File: src/rtl/conv_layer_sched_pkg.sv
// Shared widths and FSM state type for the convolution layer scheduler.
package conv_layer_sched_pkg;
    localparam int DEF_TENSOR_SIZE      = 8;
    localparam int DEF_KERNEL_SIZE      = 4;
    localparam int DEF_CHANNELS_SIZE    = 8;
    localparam int DEF_STRIDE_SIZE      = 2;
    localparam int DEF_KERNEL_NUMS_SIZE = 8;
    localparam int DEF_FIFO_DEPTH       = 4;
    localparam int DEF_GAP_CYCLES       = 2;
    localparam int DEF_WDOG_W           = 24;

    typedef enum logic [2:0] {
        S_IDLE, S_LOAD, S_START, S_RUN, S_GAP, S_ERR
    } sched_state_e;
endpackage

File: src/rtl/conv_layer_sched_if.sv
// Descriptor intake and core configuration bus; master is the scheduler side.
interface conv_layer_sched_if #(
    parameter int TENSOR_SIZE      = conv_layer_sched_pkg::DEF_TENSOR_SIZE,
    parameter int KERNEL_SIZE      = conv_layer_sched_pkg::DEF_KERNEL_SIZE,
    parameter int CHANNELS_SIZE    = conv_layer_sched_pkg::DEF_CHANNELS_SIZE,
    parameter int STRIDE_SIZE      = conv_layer_sched_pkg::DEF_STRIDE_SIZE,
    parameter int KERNEL_NUMS_SIZE = conv_layer_sched_pkg::DEF_KERNEL_NUMS_SIZE
) ();
    logic                        desc_valid;
    logic                        desc_ready;
    logic [TENSOR_SIZE-1:0]      desc_tensor_size, cfg_tensor_size;
    logic [KERNEL_SIZE-1:0]      desc_kernel_size, cfg_kernel_size;
    logic [CHANNELS_SIZE-1:0]    desc_channels,    cfg_channels;
    logic [STRIDE_SIZE-1:0]      desc_stride,      cfg_stride;
    logic [KERNEL_NUMS_SIZE-1:0] desc_kernel_nums, cfg_kernel_nums;
    logic                        acc_start;
    logic                        acc_w_done;

    modport master (
        input  desc_valid, desc_tensor_size, desc_kernel_size, desc_channels,
               desc_stride, desc_kernel_nums, acc_w_done,
        output desc_ready, cfg_tensor_size, cfg_kernel_size, cfg_channels,
               cfg_stride, cfg_kernel_nums, acc_start
    );
    modport slave (
        output desc_valid, desc_tensor_size, desc_kernel_size, desc_channels,
               desc_stride, desc_kernel_nums, acc_w_done,
        input  desc_ready, cfg_tensor_size, cfg_kernel_size, cfg_channels,
               cfg_stride, cfg_kernel_nums, acc_start
    );
endinterface

File: src/rtl/conv_layer_sched_fifo.sv
// Synchronous descriptor queue with occupancy count and a flush that empties it.
module layer_desc_fifo #(
    parameter int WIDTH = 30,
    parameter int DEPTH = 4,
    localparam int AW   = $clog2(DEPTH),
    localparam int LW   = AW + 1
) (
    input  logic             clk,
    input  logic             rstn,
    input  logic             push_i,
    input  logic             pop_i,
    input  logic             flush_i,
    input  logic [WIDTH-1:0] wdata_i,
    output logic [WIDTH-1:0] rdata_o,
    output logic             full_o,
    output logic             empty_o,
    output logic [LW-1:0]    level_o
);
    logic [WIDTH-1:0] mem_q [DEPTH];
    logic [AW-1:0]    wr_q, rd_q;
    logic [LW-1:0]    lvl_q;
    logic             do_push, do_pop;

    assign full_o  = (lvl_q == LW'(DEPTH));
    assign empty_o = (lvl_q == '0);
    assign level_o = lvl_q;
    assign rdata_o = mem_q[rd_q];
    assign do_push = push_i && !full_o;
    assign do_pop  = pop_i && !empty_o;

    always_ff @(posedge clk or negedge rstn) begin
        if (!rstn) begin
            wr_q  <= '0;
            rd_q  <= '0;
            lvl_q <= '0;
        end else if (flush_i) begin
            wr_q  <= '0;
            rd_q  <= '0;
            lvl_q <= '0;
        end else begin
            if (do_push) wr_q <= wr_q + AW'(1);
            if (do_pop)  rd_q <= rd_q + AW'(1);
            lvl_q <= lvl_q + LW'(do_push) - LW'(do_pop);
        end
    end

    // Storage needs no reset; the level/pointers define what is valid.
    always_ff @(posedge clk) begin
        if (do_push && !flush_i) mem_q[wr_q] <= wdata_i;
    end
endmodule

File: src/rtl/conv_layer_sched.sv
// Layer scheduler: queues descriptors, launches one core run per layer, retires on w_done rise.
module conv_layer_sched
    import conv_layer_sched_pkg::*;
#(
    parameter int TENSOR_SIZE      = DEF_TENSOR_SIZE,
    parameter int KERNEL_SIZE      = DEF_KERNEL_SIZE,
    parameter int CHANNELS_SIZE    = DEF_CHANNELS_SIZE,
    parameter int STRIDE_SIZE      = DEF_STRIDE_SIZE,
    parameter int KERNEL_NUMS_SIZE = DEF_KERNEL_NUMS_SIZE,
    parameter int FIFO_DEPTH       = DEF_FIFO_DEPTH,
    parameter int GAP_CYCLES       = DEF_GAP_CYCLES,
    parameter int WDOG_W           = DEF_WDOG_W,
    localparam int LVL_W           = $clog2(FIFO_DEPTH) + 1
) (
    input  logic               clk,
    input  logic               rstn,
    input  logic               run,
    input  logic               err_clr,
    conv_layer_sched_if.master bus,
    output logic               res_bank,
    output logic               busy,
    output logic               layer_done,
    output logic [7:0]         layers_done,
    output logic [LVL_W-1:0]   fifo_level,
    output logic               err
);
    localparam int DESC_W = TENSOR_SIZE + KERNEL_SIZE + CHANNELS_SIZE + STRIDE_SIZE + KERNEL_NUMS_SIZE;
    localparam int GAP_W  = $clog2(GAP_CYCLES + 1);

    sched_state_e      state_q;
    logic [DESC_W-1:0] cfg_q, push_data, head;
    logic [WDOG_W-1:0] wdog_q;
    logic [GAP_W-1:0]  gap_q;
    logic [7:0]        cnt_q;
    logic [1:0]        wd_q;
    logic              start_q, done_q, bank_q, err_q;
    logic              full, empty, push, pop, flush, w_rise, wdog_hit;

    assign push_data = {bus.desc_tensor_size, bus.desc_kernel_size, bus.desc_channels,
                        bus.desc_stride, bus.desc_kernel_nums};
    assign bus.desc_ready = !full && !err_q;
    assign push     = bus.desc_valid && bus.desc_ready;
    assign pop      = (state_q == S_LOAD);
    assign w_rise   = wd_q[0] && !wd_q[1];
    assign wdog_hit = (wdog_q == '1);
    // Flush on the edge that enters ERR as well, so the queue reads empty throughout ERR.
    assign flush    = err_q || (state_q == S_RUN && !w_rise && wdog_hit);

    layer_desc_fifo #(.WIDTH(DESC_W), .DEPTH(FIFO_DEPTH)) u_fifo (
        .clk     (clk),
        .rstn    (rstn),
        .push_i  (push),
        .pop_i   (pop),
        .flush_i (flush),
        .wdata_i (push_data),
        .rdata_o (head),
        .full_o  (full),
        .empty_o (empty),
        .level_o (fifo_level)
    );

    always_ff @(posedge clk or negedge rstn) begin
        if (!rstn) begin
            state_q <= S_IDLE;
            cfg_q   <= '0;
            wdog_q  <= '0;
            gap_q   <= '0;
            cnt_q   <= '0;
            wd_q    <= '0;
            start_q <= 1'b0;
            done_q  <= 1'b0;
            bank_q  <= 1'b0;
            err_q   <= 1'b0;
        end else begin
            // Edge detector runs in every state so a level held over a layer boundary is not a new edge.
            wd_q    <= {wd_q[0], bus.acc_w_done};
            start_q <= 1'b0;
            done_q  <= 1'b0;
            case (state_q)
                S_IDLE: if (run && !empty) state_q <= S_LOAD;
                S_LOAD: begin
                    cfg_q   <= head;
                    start_q <= 1'b1;
                    state_q <= S_START;
                end
                S_START: begin
                    wdog_q  <= '0;
                    state_q <= S_RUN;
                end
                S_RUN: begin
                    if (w_rise) begin
                        done_q  <= 1'b1;
                        cnt_q   <= cnt_q + 8'd1;
                        bank_q  <= !bank_q;
                        gap_q   <= '0;
                        state_q <= S_GAP;
                    end else if (wdog_hit) begin
                        err_q   <= 1'b1;
                        state_q <= S_ERR;
                    end else begin
                        wdog_q  <= wdog_q + WDOG_W'(1);
                    end
                end
                S_GAP: begin
                    if (gap_q == GAP_W'(GAP_CYCLES - 1)) state_q <= S_IDLE;
                    else                                 gap_q   <= gap_q + GAP_W'(1);
                end
                S_ERR: begin
                    if (err_clr) begin
                        err_q   <= 1'b0;
                        bank_q  <= 1'b0;
                        state_q <= S_IDLE;
                    end
                end
                default: state_q <= S_IDLE;
            endcase
        end
    end

    assign {bus.cfg_tensor_size, bus.cfg_kernel_size, bus.cfg_channels,
            bus.cfg_stride, bus.cfg_kernel_nums} = cfg_q;
    assign bus.acc_start = start_q;
    assign res_bank      = bank_q;
    assign busy          = (state_q != S_IDLE);
    assign layer_done    = done_q;
    assign layers_done   = cnt_q;
    assign err           = err_q;
endmodule
File: src/flat_wrapper.sv
// flat-port wrapper written by rule: the top's interface ports become plain ports
module conv_layer_sched_flat import conv_layer_sched_pkg::*;
#(
    parameter int TENSOR_SIZE      = DEF_TENSOR_SIZE,
    parameter int KERNEL_SIZE      = DEF_KERNEL_SIZE,
    parameter int CHANNELS_SIZE    = DEF_CHANNELS_SIZE,
    parameter int STRIDE_SIZE      = DEF_STRIDE_SIZE,
    parameter int KERNEL_NUMS_SIZE = DEF_KERNEL_NUMS_SIZE,
    parameter int FIFO_DEPTH       = DEF_FIFO_DEPTH,
    parameter int GAP_CYCLES       = DEF_GAP_CYCLES,
    parameter int WDOG_W           = DEF_WDOG_W,
    localparam int LVL_W           = $clog2(FIFO_DEPTH) + 1
)
  (clk, rstn, run, err_clr, res_bank, busy, layer_done, layers_done, fifo_level, err, bus_desc_valid, bus_desc_tensor_size, bus_desc_kernel_size, bus_desc_channels, bus_desc_stride, bus_desc_kernel_nums, bus_acc_w_done, bus_desc_ready, bus_cfg_tensor_size, bus_cfg_kernel_size, bus_cfg_channels, bus_cfg_stride, bus_cfg_kernel_nums, bus_acc_start);
  conv_layer_sched_if #(.TENSOR_SIZE(TENSOR_SIZE), .KERNEL_SIZE(KERNEL_SIZE), .CHANNELS_SIZE(CHANNELS_SIZE), .STRIDE_SIZE(STRIDE_SIZE), .KERNEL_NUMS_SIZE(KERNEL_NUMS_SIZE)) bus_i ();
  input  logic clk;
  input  logic rstn;
  input  logic run;
  input  logic err_clr;
  output logic res_bank;
  output logic busy;
  output logic layer_done;
  output logic [7:0] layers_done;
  output logic [LVL_W-1:0] fifo_level;
  output logic err;
  input wire logic [$bits(bus_i.desc_valid)-1:0] bus_desc_valid;
  input wire logic [$bits(bus_i.desc_tensor_size)-1:0] bus_desc_tensor_size;
  input wire logic [$bits(bus_i.desc_kernel_size)-1:0] bus_desc_kernel_size;
  input wire logic [$bits(bus_i.desc_channels)-1:0] bus_desc_channels;
  input wire logic [$bits(bus_i.desc_stride)-1:0] bus_desc_stride;
  input wire logic [$bits(bus_i.desc_kernel_nums)-1:0] bus_desc_kernel_nums;
  input wire logic [$bits(bus_i.acc_w_done)-1:0] bus_acc_w_done;
  output wire logic [$bits(bus_i.desc_ready)-1:0] bus_desc_ready;
  output wire logic [$bits(bus_i.cfg_tensor_size)-1:0] bus_cfg_tensor_size;
  output wire logic [$bits(bus_i.cfg_kernel_size)-1:0] bus_cfg_kernel_size;
  output wire logic [$bits(bus_i.cfg_channels)-1:0] bus_cfg_channels;
  output wire logic [$bits(bus_i.cfg_stride)-1:0] bus_cfg_stride;
  output wire logic [$bits(bus_i.cfg_kernel_nums)-1:0] bus_cfg_kernel_nums;
  output wire logic [$bits(bus_i.acc_start)-1:0] bus_acc_start;
  assign bus_i.desc_valid = bus_desc_valid;
  assign bus_i.desc_tensor_size = bus_desc_tensor_size;
  assign bus_i.desc_kernel_size = bus_desc_kernel_size;
  assign bus_i.desc_channels = bus_desc_channels;
  assign bus_i.desc_stride = bus_desc_stride;
  assign bus_i.desc_kernel_nums = bus_desc_kernel_nums;
  assign bus_i.acc_w_done = bus_acc_w_done;
  assign bus_desc_ready = bus_i.desc_ready;
  assign bus_cfg_tensor_size = bus_i.cfg_tensor_size;
  assign bus_cfg_kernel_size = bus_i.cfg_kernel_size;
  assign bus_cfg_channels = bus_i.cfg_channels;
  assign bus_cfg_stride = bus_i.cfg_stride;
  assign bus_cfg_kernel_nums = bus_i.cfg_kernel_nums;
  assign bus_acc_start = bus_i.acc_start;
  conv_layer_sched #(.TENSOR_SIZE(TENSOR_SIZE), .KERNEL_SIZE(KERNEL_SIZE), .CHANNELS_SIZE(CHANNELS_SIZE), .STRIDE_SIZE(STRIDE_SIZE), .KERNEL_NUMS_SIZE(KERNEL_NUMS_SIZE), .FIFO_DEPTH(FIFO_DEPTH), .GAP_CYCLES(GAP_CYCLES), .WDOG_W(WDOG_W)) u_core (.clk(clk), .rstn(rstn), .run(run), .err_clr(err_clr), .bus(bus_i), .res_bank(res_bank), .busy(busy), .layer_done(layer_done), .layers_done(layers_done), .fifo_level(fifo_level), .err(err));
endmodule
File: config.mk
export PLATFORM = sky130hd
export DESIGN_NAME = conv_layer_sched_flat
export DESIGN_NICKNAME = d
export VERILOG_FILES = /design/src/rtl/conv_layer_sched_pkg.sv /design/src/rtl/conv_layer_sched_if.sv /design/src/rtl/conv_layer_sched_fifo.sv /design/src/rtl/conv_layer_sched.sv /design/src/flat_wrapper.sv
export SDC_FILE = /design/constraint.sdc
export NUM_CORES = 1
export LEC_CHECK = 0
export ABC_AREA = 1
export ABC_CLOCK_PERIOD_IN_PS = 5800
export CAP_MARGIN = 20
export CORE_AREA = 2 2 173 175
export CTS_CLUSTER_DIAMETER = 150
export CTS_CLUSTER_SIZE = 24
export DETAILED_ROUTE_END_ITERATION = 12
export DIE_AREA = 0 0 175 177
export SLEW_MARGIN = 20
export SYNTH_ARGS = -nofsm -noshare
export SYNTH_HDL_FRONTEND = slang
export SYNTH_HIERARCHICAL = 1
export SYNTH_SLANG_ARGS = --single-unit
File: constraint.sdc
create_clock -name clk -period 5.8 [get_ports clk]
set_clock_uncertainty 0.1 [all_clocks]
set_input_delay 1.16 -clock clk [delete_from_list [all_inputs] [get_ports clk]]
set_output_delay 1.16 -clock clk [all_outputs]
set_load 0.01 [all_outputs]
==> impl_results.md, run 1 <==
* Status: complete, no violations
* Setup CP Type: in -> reg
* Hold buffers post-CTS at 0
* GRT Overall Usage at between 10% and 20%
* Startpoint types: input pin
* I/O Buffers at 82
* Vias at ~5,800
* FF+latch area at between 0.005 and 0.006 sq mm
* Area contributors post-synth: edfxtp_1, dfrtp_1, nand2_1
* CP arrival at approximately 3.4 ns
* Die Height at between 150 and 200 um
* Clock Latency Late Sink at ~0.44 ns
* Setup TNS at 0 ns
* # resized after CTS at 0
* Worst hold path class: reg -> reg
* Drt wl/cell at ~15 um
* Most frequent cells in the layout: nand2_1, edfxtp_1, nor2_1
* Final Cycle Share at 59.1%
* Vias in the first global route at 5,794
* Initial Util at between 20% and 30%
* Worst-Margin Slew at between 1 and 1.5 ns
* Area of the multi-input gates at approximately 0.0026 sq mm
* Most used DFF post-synth: edfxtp_1
* Chip width at about 180 um
* CTS Buf Count at 17
* Worst slew margin at between 30 and 40%
* Clock buffer depth at 2
* RSZ-0062 raised after global routing: no
* Setup bufs post-CTS at 0
* Fmax at between 200 and 300 MHz
* RePlAce Congestion at approximately 0.79
* Leakage power at around 4.1 nW
* Hold Vio Cnt, Final at 0
* Area share of the largest cell type after synthesis at approximately two fifths
* YS warnings at 6
* Placed cell count at 1,258
* CP cell instances: clkdlybuf4s50_1 > nor3b_1 > nand3_1 > nor2_4
* Share of layout cells above drive strength 1 at under 10%
* Overflow after GRT at 0
* Detail Route Antenna Nets at 0
* Synth cell types at 35
* # DRC at 0
* DRT Pass-1 Iters at 5
* DRT iter0 DRCs at ~330
* Yosys top cell by area: edfxtp_1
* Max_cap viols at 0
* Post-synth EDFFs at between 100 and 150
* Ys async rst share at about 40%
* Nets at roughly 930
* Top-level I/O count at a little over 80
* Post-DP HPWL at between 10,000 and 15,000 um
* Crit-path max cell delay at roughly 0.9 ns
* Synth Instances at ~800
* Syn_area_per_cell at 10.6 sq um
* Pwr per Cell Area at around 460 mW/mm^2
* Worst Setup End Kind: register
* Min Hold Slack at around 0.28 ns
* CP max-delay cell: nor2_4
* Initial antenna violation count at 0
* Crit Path Max Fanout at 30
* Crit-path leading delay family: simple AND/OR/NAND/NOR gates
* Die area at ~0.031 sq mm
* Largest net degree at the start of global routing at 65
* Peak supply drop at between 200 and 250 uV
* Clock Sinks at 200
* Clock period minus worst slack at between 3 and 4 ns
* Syn Nets at between 800 and 900
* Final Setup Violations at 0
* P&R area growth vs syn at 20.1%
* Maximum level of the CTS H-tree at 4
* Synthesized flop and latch total at 200
* First-pass GRT wire length at about 30,000 um
* Max Slew Vio Count at 0
* Final Power at around 4.8 mW
* CTS Root Cell: clkbuf_16
* CTS tree: built
* Seq/Total Area, Yosys at between 60% and 70%
* Worst EP required at between 5 and 6 ns
* Row Count at 63
* Diode count at 0
* Routed wire length at around 19,000 um
* Critical path buffer and inverter count at 1
* Layout fillers at approximately 2,900
* Number of vias per cell at 4.50
* Commonest non-fill, non-tap cell in the layout: nand2_1
* Synthesized area at around 0.0086 sq mm
* CTS clock-pin slew for the worst setup and hold paths at 0.07 ns
* Core Box Area at between 0.02 and 0.03 sq mm
* Final Non-Filler Cells at 1,289
## cells by family after synthesis
| kind of cell | count (synthesis) | share of synthesized area [%] |
|---|---|---|
| AOI/OAI and AO/OA | 112 | 7.31 |
| DFF | 200 | 65.2 |
| xor gates and xnor gates | 21 | 2.14 |
| adders and majority gates | 10 | 1.54 |
| and+or+nand+nor | 381 | 18.7 |
| buffers and inverters | 88 | 5.04 |
## metal layers
layer  global-route usage (%)  part of all wire, %  vias up
met1                     15.8                   44     2802
met4                     4.24                 0.99        0
met2                     21.7                   50      110
met3                     2.58                  4.9       13
li1                         -                    -     2875
met5                        0                    0        -
## sequential cells by signal (all words and copies together), names as in the netlist, 2 cells and up
register,cells
u_core/u_fifo/mem_q,120
u_core/cfg_q,30
u_core/wdog_q,24
u_core/layers_done,8
u_core/state_q,3
u_core/u_fifo/level_o,3
u_core/gap_q,2
u_core/u_fifo/rd_q,2
u_core/u_fifo/wr_q,2
u_core/wd_q,2
## through the flow
step,worst slack [ns],area [sq um],utilization [%]
finish,2.37,10300,35.3
global route,2.21,10300,35.3
floorplan,2.32,8590,-
global placement,1.93,9750,33.4
CTS,2.36,10300,35.3
detailed placement,1.90,9750,33.4
## layout make-up
cell class	instances	share of cell area, %
Clock buffer	18	4.16
Clock inverter	13	1.30
Inverter	59	2.20
Multi-Input combinational cell	524	25.1
Sequential cell	200	54.3
Tap cell	390	4.73
Timing Repair Buffer	85	8.15
## cell usage after synthesis, types with 2 or more instances
master	number
nand2_1	193
edfxtp_1	120
nor2_1	116
dfrtp_1	80
inv_1	54
o21ai_1	41
nand3_1	36
o21ai_0	31
o22ai_1	30
xor2_1	20
nand4_1	10
ha_1	9
buf_4	8
buf_6	8
nand2_2	8
clkbuf_1	7
buf_2	6
nor2_2	4
a21oi_1	3
inv_2	3
nand2_4	3
nand3b_1	3
nor3_1	3
o21ai_2	3
nor2_4	2
o21bai_1	2
## power breakdown
part	switching, mW	internal [mW]
logic	1.05	0.587
registers	0.146	1.87
clock network	0.564	0.571
## path summary, 6_finish.rpt
kind,cells past startpoint,to,slack [ns],start
worst max-delay path,4,u_core/u_fifo/mem_q[0][27],2.37,bus_desc_valid
worst min-delay path,0,u_core/wd_q[1],0.28,u_core/wd_q[0]
worst max register to register,10,u_core/u_fifo/mem_q[0][27],2.53,u_core/wdog_q[0]
worst min register to register,0,u_core/wd_q[1],0.28,u_core/wd_q[0]
max in group asynchronous,2,u_core/u_fifo/rd_q[0],3.96,rstn
min in group asynchronous,1,u_core/layers_done[4],0.56,rstn
Note: power is estimated with default switching activity, not from simulation.
==> run 2, diff against run 1 <==
- ABC_CLOCK_PERIOD_IN_PS: 5800 -> 3400
- clock period: 5.8 -> 3.4 ns (I/O delays scaled with it)
==> impl_results.md, run 2 (synthesis results as in run 1) <==
* Layout fillers at 2,911 (+0.41%)
* Clock period minus worst slack at approximately 3 ns
* Die Height at 177 um (unchanged)
* Final Cycle Share at slightly below 90%
* Pwr per Cell Area at 800 mW/mm^2 (+72%)
* Final Setup Violations at 0 (unchanged)
* Number of vias per cell at 4.49 (-0.10%)
* CTS Root Cell: clkbuf_16
* Placed cell count at 1,267 (+0.72%)
* # DRC at 0 (unchanged)
* Diode count at 0 (unchanged)
* Worst Setup End Kind: register
* Die area at 0.0310 sq mm (unchanged)
* Setup CP Type: reg -> reg
* Fmax at around 340 MHz
* Global routing usage on met3 at 2.58% (unchanged)
* Initial antenna violation count at 0 (unchanged)
* Worst slew margin at 30.6% (-1.6 points)
* Chip width at 175 um (unchanged)
* Flip-flop count of the largest register after layout at 120 (unchanged)
* Final Non-Filler Cells at 1,299 (+0.78%)
* Core Box Area at 0.0292 sq mm (unchanged)
* Crit Path Max Fanout at 30 (unchanged)
* P&R area growth vs syn at 21.5%
* Most frequent cells in the layout: nand2_1, edfxtp_1, nor2_1
* Nets at 942 (+0.96%)
* I/O Buffers at 82 (unchanged)
* Worst-Margin Slew at 1.04 ns (+0.0247 ns)
* Finished Cell Area at 0.0104 sq mm (+1.2%)
* Placed cell areas at 0.00982 sq mm (+0.69%)
* Max Slew Vio Count at 0 (unchanged)
* RePlAce Congestion at 0.797 (+0.33%)
* Status: complete, no violations
* Setup TNS at 0 ns (unchanged)
* Worst EP required at 3.35 ns (-2.40 ns)
* Drt wl/cell at 14.8 um (+1.7%)
* First-pass GRT wire length at 31,300 um (+3.0%)
* DP Worst Slack at 0.292 ns (-1.61 ns)
* DRT Pass-1 Iters at 4 (-1)
* Largest register by flop count: u_core/u_fifo/mem_q
* Met1 Track Usage GR at 17.2% (+1.4 points)
* Worst hold path class: in -> async
* CTS clock-pin slew for the worst setup and hold paths at 0.08 ns (about the same)
* Startpoint types: register
* # resized after CTS at 0 (unchanged)
* Maximum level of the CTS H-tree at 4 (unchanged)
* CTS Buf Count at 17 (unchanged)
* Top Registers: u_core/u_fifo/mem_q (120), u_core/cfg_q (30), u_core/wdog_q (24)
* Met2 usage at 21.4% (-0.28 points)
* Hold Vio Cnt, Final at 0 (unchanged)
* RSZ-0062 raised after global routing: no
* CTS tree: built
* Clock Latency Late Sink at 0.43 ns (about the same)
* Final Power at 8.35 mW (+75%)
* Vias in the first global route at 5,807 (+0.22%)
* Final worst setup slack at 0.462 ns (-1.91 ns)
* Commonest non-fill, non-tap cell in the layout: nand2_1
* Post-DP HPWL at 12,300 um (+2.4%)
* Leakage power at 4.15 nW (+1.7%)
* Hold buffers post-CTS at 0 (unchanged)
* Clock Sinks at 200 (unchanged)
* Min Hold Slack at 0.151 ns (-0.133 ns)
* DRT iter0 DRCs at 351 (+5.7%)
* Top-level I/O count at 83 (unchanged)
* Post-route core utilization at 35.7% (+0.42 points)
* Initial Util at 29.4% (unchanged)
* GRT Overall Usage at 12.9% (+0.31 points)
* Max_cap viols at 0 (unchanged)
* Peak supply drop at 397 uV (+95%)
* CP arrival at 2.88 ns (-0.49 ns)
* Routed wire length at 19,300 um (+2.5%)
* Setup bufs post-CTS at 0 (unchanged)
* Detail Route Antenna Nets at 0 (unchanged)
* Vias at 5,839 (+0.67%)
* Most Crowded Layer GR: met2
* Row Count at 63 (unchanged)
* Overflow after GRT at 0 (unchanged)
* Clock buffer depth at 2 (unchanged)
* Share of layout cells above drive strength 1 at 8.47% (+1.0 points)
* Largest net degree at the start of global routing at 62 (-4.6%)
-- run 2: worst paths after layout --
check	startpoint	end	slack (ns)	cells past startpoint
worst max-delay path	u_core/wdog_q[0]	u_core/u_fifo/mem_q[0][28]	0.46	11
worst max register to register	u_core/wdog_q[0]	u_core/u_fifo/mem_q[0][28]	0.46	11
max in group asynchronous	rstn	u_core/wdog_q[15]	2.33	2
worst min-delay path	rstn	u_core/cfg_q[21]	0.15	1
min in group clk	u_core/wd_q[0]	u_core/wd_q[1]	0.28	0
worst min register to register	u_core/wd_q[0]	u_core/wd_q[1]	0.28	0
-- run 2: critical path, stage by stage (launching register included) --
cell      delay [ns]
dfrtp_1         0.47
ha_1            0.30
nand2_2         0.12
nor2_4          0.06
nand2_4         0.10
nor2_8          0.06
nand2_4         0.13
o21ai_1         0.10
clkinv_1        0.07
nand3_1         0.07
buf_4           0.18
nor2_4          0.78
-- run 2: layout make-up --
type / count / area, sq um / area share, %
Clock buffer: 18 / 439 / 4.21
Clock inverter: 14 / 178 / 1.70
Inverter: 59 / 226 / 2.17
Multi-Input combinational cell: 524 / 2590 / 24.8
Sequential cell: 200 / 5610 / 53.7
Tap cell: 390 / 488 / 4.68
Timing Repair Buffer: 94 / 908 / 8.70
-- run 2: report_power, final --
part	internal [mW]	switching [mW]
logic	1.03	1.78
clock network	1.08	0.984
registers	3.19	0.284
-- run 2: routing by layer --
metal	vias up	wire, um
met5	-	0
met4	0	223
met3	12	712
met2	106	9320
met1	2836	9010
li1	2885	-
==> run 3, diff against run 2 <==
- CORE_AREA: 2 2 173 175 -> 2 2 147 206
- DIE_AREA: 0 0 175 177 -> 0 0 149 208
==> impl_results.md, run 3 (synthesis results as in run 1) <==
* Worst r2r path cells at 11 (unchanged)
* CP cell instances: ha_1 > nand2_2 > nor2_4 > nand2_4 > nor2_8 > nand2_4 > o21ai_1 > clkinv_1 > nand3_1 > buf_4 > nor2_4
* Status: complete, no violations
* Die Height at 208 um (+18%)
* Largest register by flop count: u_core/u_fifo/mem_q
* Worst Setup End Kind: register
* Worst hold path class: in -> async
* Initial Util at 29.6% (+0.17 points)
* Sw Share at 36.8% (+0.26 points)
* Hold Vio Cnt, Final at 0 (unchanged)
* Worst-Margin Slew at 1.02 ns (-0.0234 ns)
* DRT Pass-1 Iters at 4 (unchanged)
* Clock Latency Late Sink at 0.43 ns (about the same)
* Sw power at 3.07 mW (+0.59%)
* Max_cap viols at 0 (unchanged)
* RePlAce Congestion at 0.805 (+1.0%)
* Placed cell areas at 0.00979 sq mm (-0.36%)
* Fmax at 334 MHz (-1.9%)
* # DRC at 0 (unchanged)
* CP max-delay cell: nor2_4
* Max Slew Vio Count at 0 (unchanged)
* P_int at 5.27 mW (-0.54%)
* # resized after CTS at 0 (unchanged)
* Row Count at 74 (+17%)
* R2r endpoint: u_core/u_fifo/mem_q[2][20]
* CTS tree: built
* Clock buffer depth at 2 (unchanged)
* Crit-path max cell delay at 0.77 ns (about the same)
* Clock Sinks at 200 (unchanged)
* Worst EP required at 3.35 ns (about the same)
* RSZ-0062 raised after global routing: no
* Layout fillers at 2,925 (+0.48%)
* Finished Cell Area at 0.0104 sq mm (-0.59%)
* Worst slew margin at 32.1% (+1.6 points)
* Diode count at 0 (unchanged)
* Min Hold Slack at 0.179 ns (+0.0273 ns)
* Hold buffers post-CTS at 0 (unchanged)
* Vias in the first global route at 5,722 (-1.5%)
* CTS clock-pin slew for the worst setup and hold paths at 0.08 ns (about the same)
* Maximum level of the CTS H-tree at 4 (unchanged)
* Setup bufs post-CTS at 0 (unchanged)
* Clock period minus worst slack at 3.00 ns (+0.0581 ns)
* Final Setup Violations at 0 (unchanged)
* Most frequent cells in the layout: nand2_1, edfxtp_1, nor2_1
* Top Registers: u_core/u_fifo/mem_q (120), u_core/cfg_q (30), u_core/wdog_q (24)
* Pwr per Cell Area at 803 mW/mm^2 (+0.47%)
* Nets at 939 (-0.32%)
* I/O Buffers at 82 (unchanged)
* Chip width at 149 um (-15%)
* CTS Buf Count at 17 (unchanged)
* Drt wl/cell at 15.1 um (+2.0%)
* Die area at 0.0310 sq mm (about the same)
* GRT Overall Usage at 12.9% (+0.023 points)
* Area of the multi-input gates at 0.00259 sq mm (unchanged)
* Share of layout cells above drive strength 1 at 8.06% (-0.41 points)
* Clock power frac at 24.1% (-0.6 points)
* Routed wire length at 19,500 um (+0.99%)
* Crit Path Max Fanout at 30 (unchanged)
* Largest net degree at the start of global routing at 81 (+31%)
* Reg2reg setup slack at 0.40 ns (-0.06 ns)
* Vias at 5,824 (-0.26%)
* Startpoint types: register
* Overflow after GRT at 0 (unchanged)
* Final Cycle Share at 88.1% (+1.7 points)
* Peak supply drop at 309 uV (-22%)
* Initial antenna violation count at 0 (unchanged)
* Worst R2R Start: u_core/wdog_q[0]
* Post-DP HPWL at 12,500 um (+1.9%)
* Leakage power at 4.12 nW (-0.54%)
* Logic pwr share at 33.7% (about the same)
* Top-level I/O count at 83 (unchanged)
* Setup TNS at 0 ns (unchanged)
* Detail Route Antenna Nets at 0 (unchanged)
* First-pass GRT wire length at 31,100 um (-0.53%)
* Seq pwr share at 42.2% (+0.6 points)
* CTS Root Cell: clkbuf_16
* FF+latch area at 0.00561 sq mm (unchanged)
* DRT iter0 DRCs at 396 (+13%)
* Commonest non-fill, non-tap cell in the layout: nand2_1
* P&R area growth vs syn at 20.8%
* Core Box Area at 0.0291 sq mm (-0.59%)
* Flip-flop count of the largest register after layout at 120 (unchanged)
* Number of vias per cell at 4.53 (+0.75%)
* CP arrival at 2.95 ns (+0.07 ns)
* Setup CP Type: reg -> reg
## run 3: changes by cell type in the layout (fill, tap and decap cells not counted), sizes merged
cell and delta:
buf -3, clkbuf -1, clkinv +1, clkinvlp -1, inv +1
## run 3: how the worst max path moves through the flow
stage,start,to,slack [ns],cells past startpoint
global route,u_core/wdog_q[0],u_core/u_fifo/mem_q[2][22],0.20,11
detailed placement,bus_desc_valid,u_core/u_fifo/mem_q[2][15],0.29,6
global placement,bus_desc_valid,u_core/u_fifo/mem_q[2][18],0.28,6
CTS,u_core/wdog_q[0],u_core/u_fifo/mem_q[2][20],0.36,11
floorplan,u_core/wdog_q[0],u_core/u_fifo/mem_q[0][0],0.06,10
finish,u_core/wdog_q[0],u_core/u_fifo/mem_q[2][20],0.40,11
## run 3: area by class of cell
class                      count  area share (%)
multi-input combinational    524            25.0
inverter                      59            2.18
clock buffer                  17            4.10
clock inverter                15            1.56
sequential                   200            54.0
timing repair buffer          91            8.57
tap                          380            4.58
## run 3: critical path: cells and delay by family, from the launching register on
family          cells  cell delay, ns
compound gates      1            0.13
fa+ha+maj           1            0.31
buf+inv             2            0.27
flops               1            0.48
simple gates        7            1.30
## run 3: stage by stage
step / util, % / total power, mW / cells / setup WS (ns)
2_1_floorplan: - / 5.29 / 812 / 0.0633
3_3_place_gp: 33.7 / 6.36 / 1254 / 0.276
3_5_place_dp: 33.7 / 6.42 / 1254 / 0.290
4_1_cts: 35.7 / 8.45 / 1286 / 0.356
5_1_grt: 35.7 / 8.89 / 1286 / 0.199
6_report: 35.7 / 8.34 / 1286 / 0.404
## run 3: layer usage
metal | wire length (um) | global-route usage, % | vias to the layer above
li1 | - | - | 2882
met3 | 809 | 2.37 | 15
met1 | 8110 | 15.6 | 2804
met5 | 0 | 0 | -
met4 | 206 | 3.28 | 0
met2 | 10300 | 23.5 | 123
## run 3: power by group through the flow
stage          Clock [mW]  Sequential (mW)  Combinational (mW)
3_3_place_gp            0             3.56                2.81
4_1_cts              2.06             3.53                2.86
6_report             2.01             3.52                2.81
5_1_grt              2.15             3.59                3.14
2_1_floorplan           0             3.56                1.73
3_5_place_dp            0             3.58                2.84
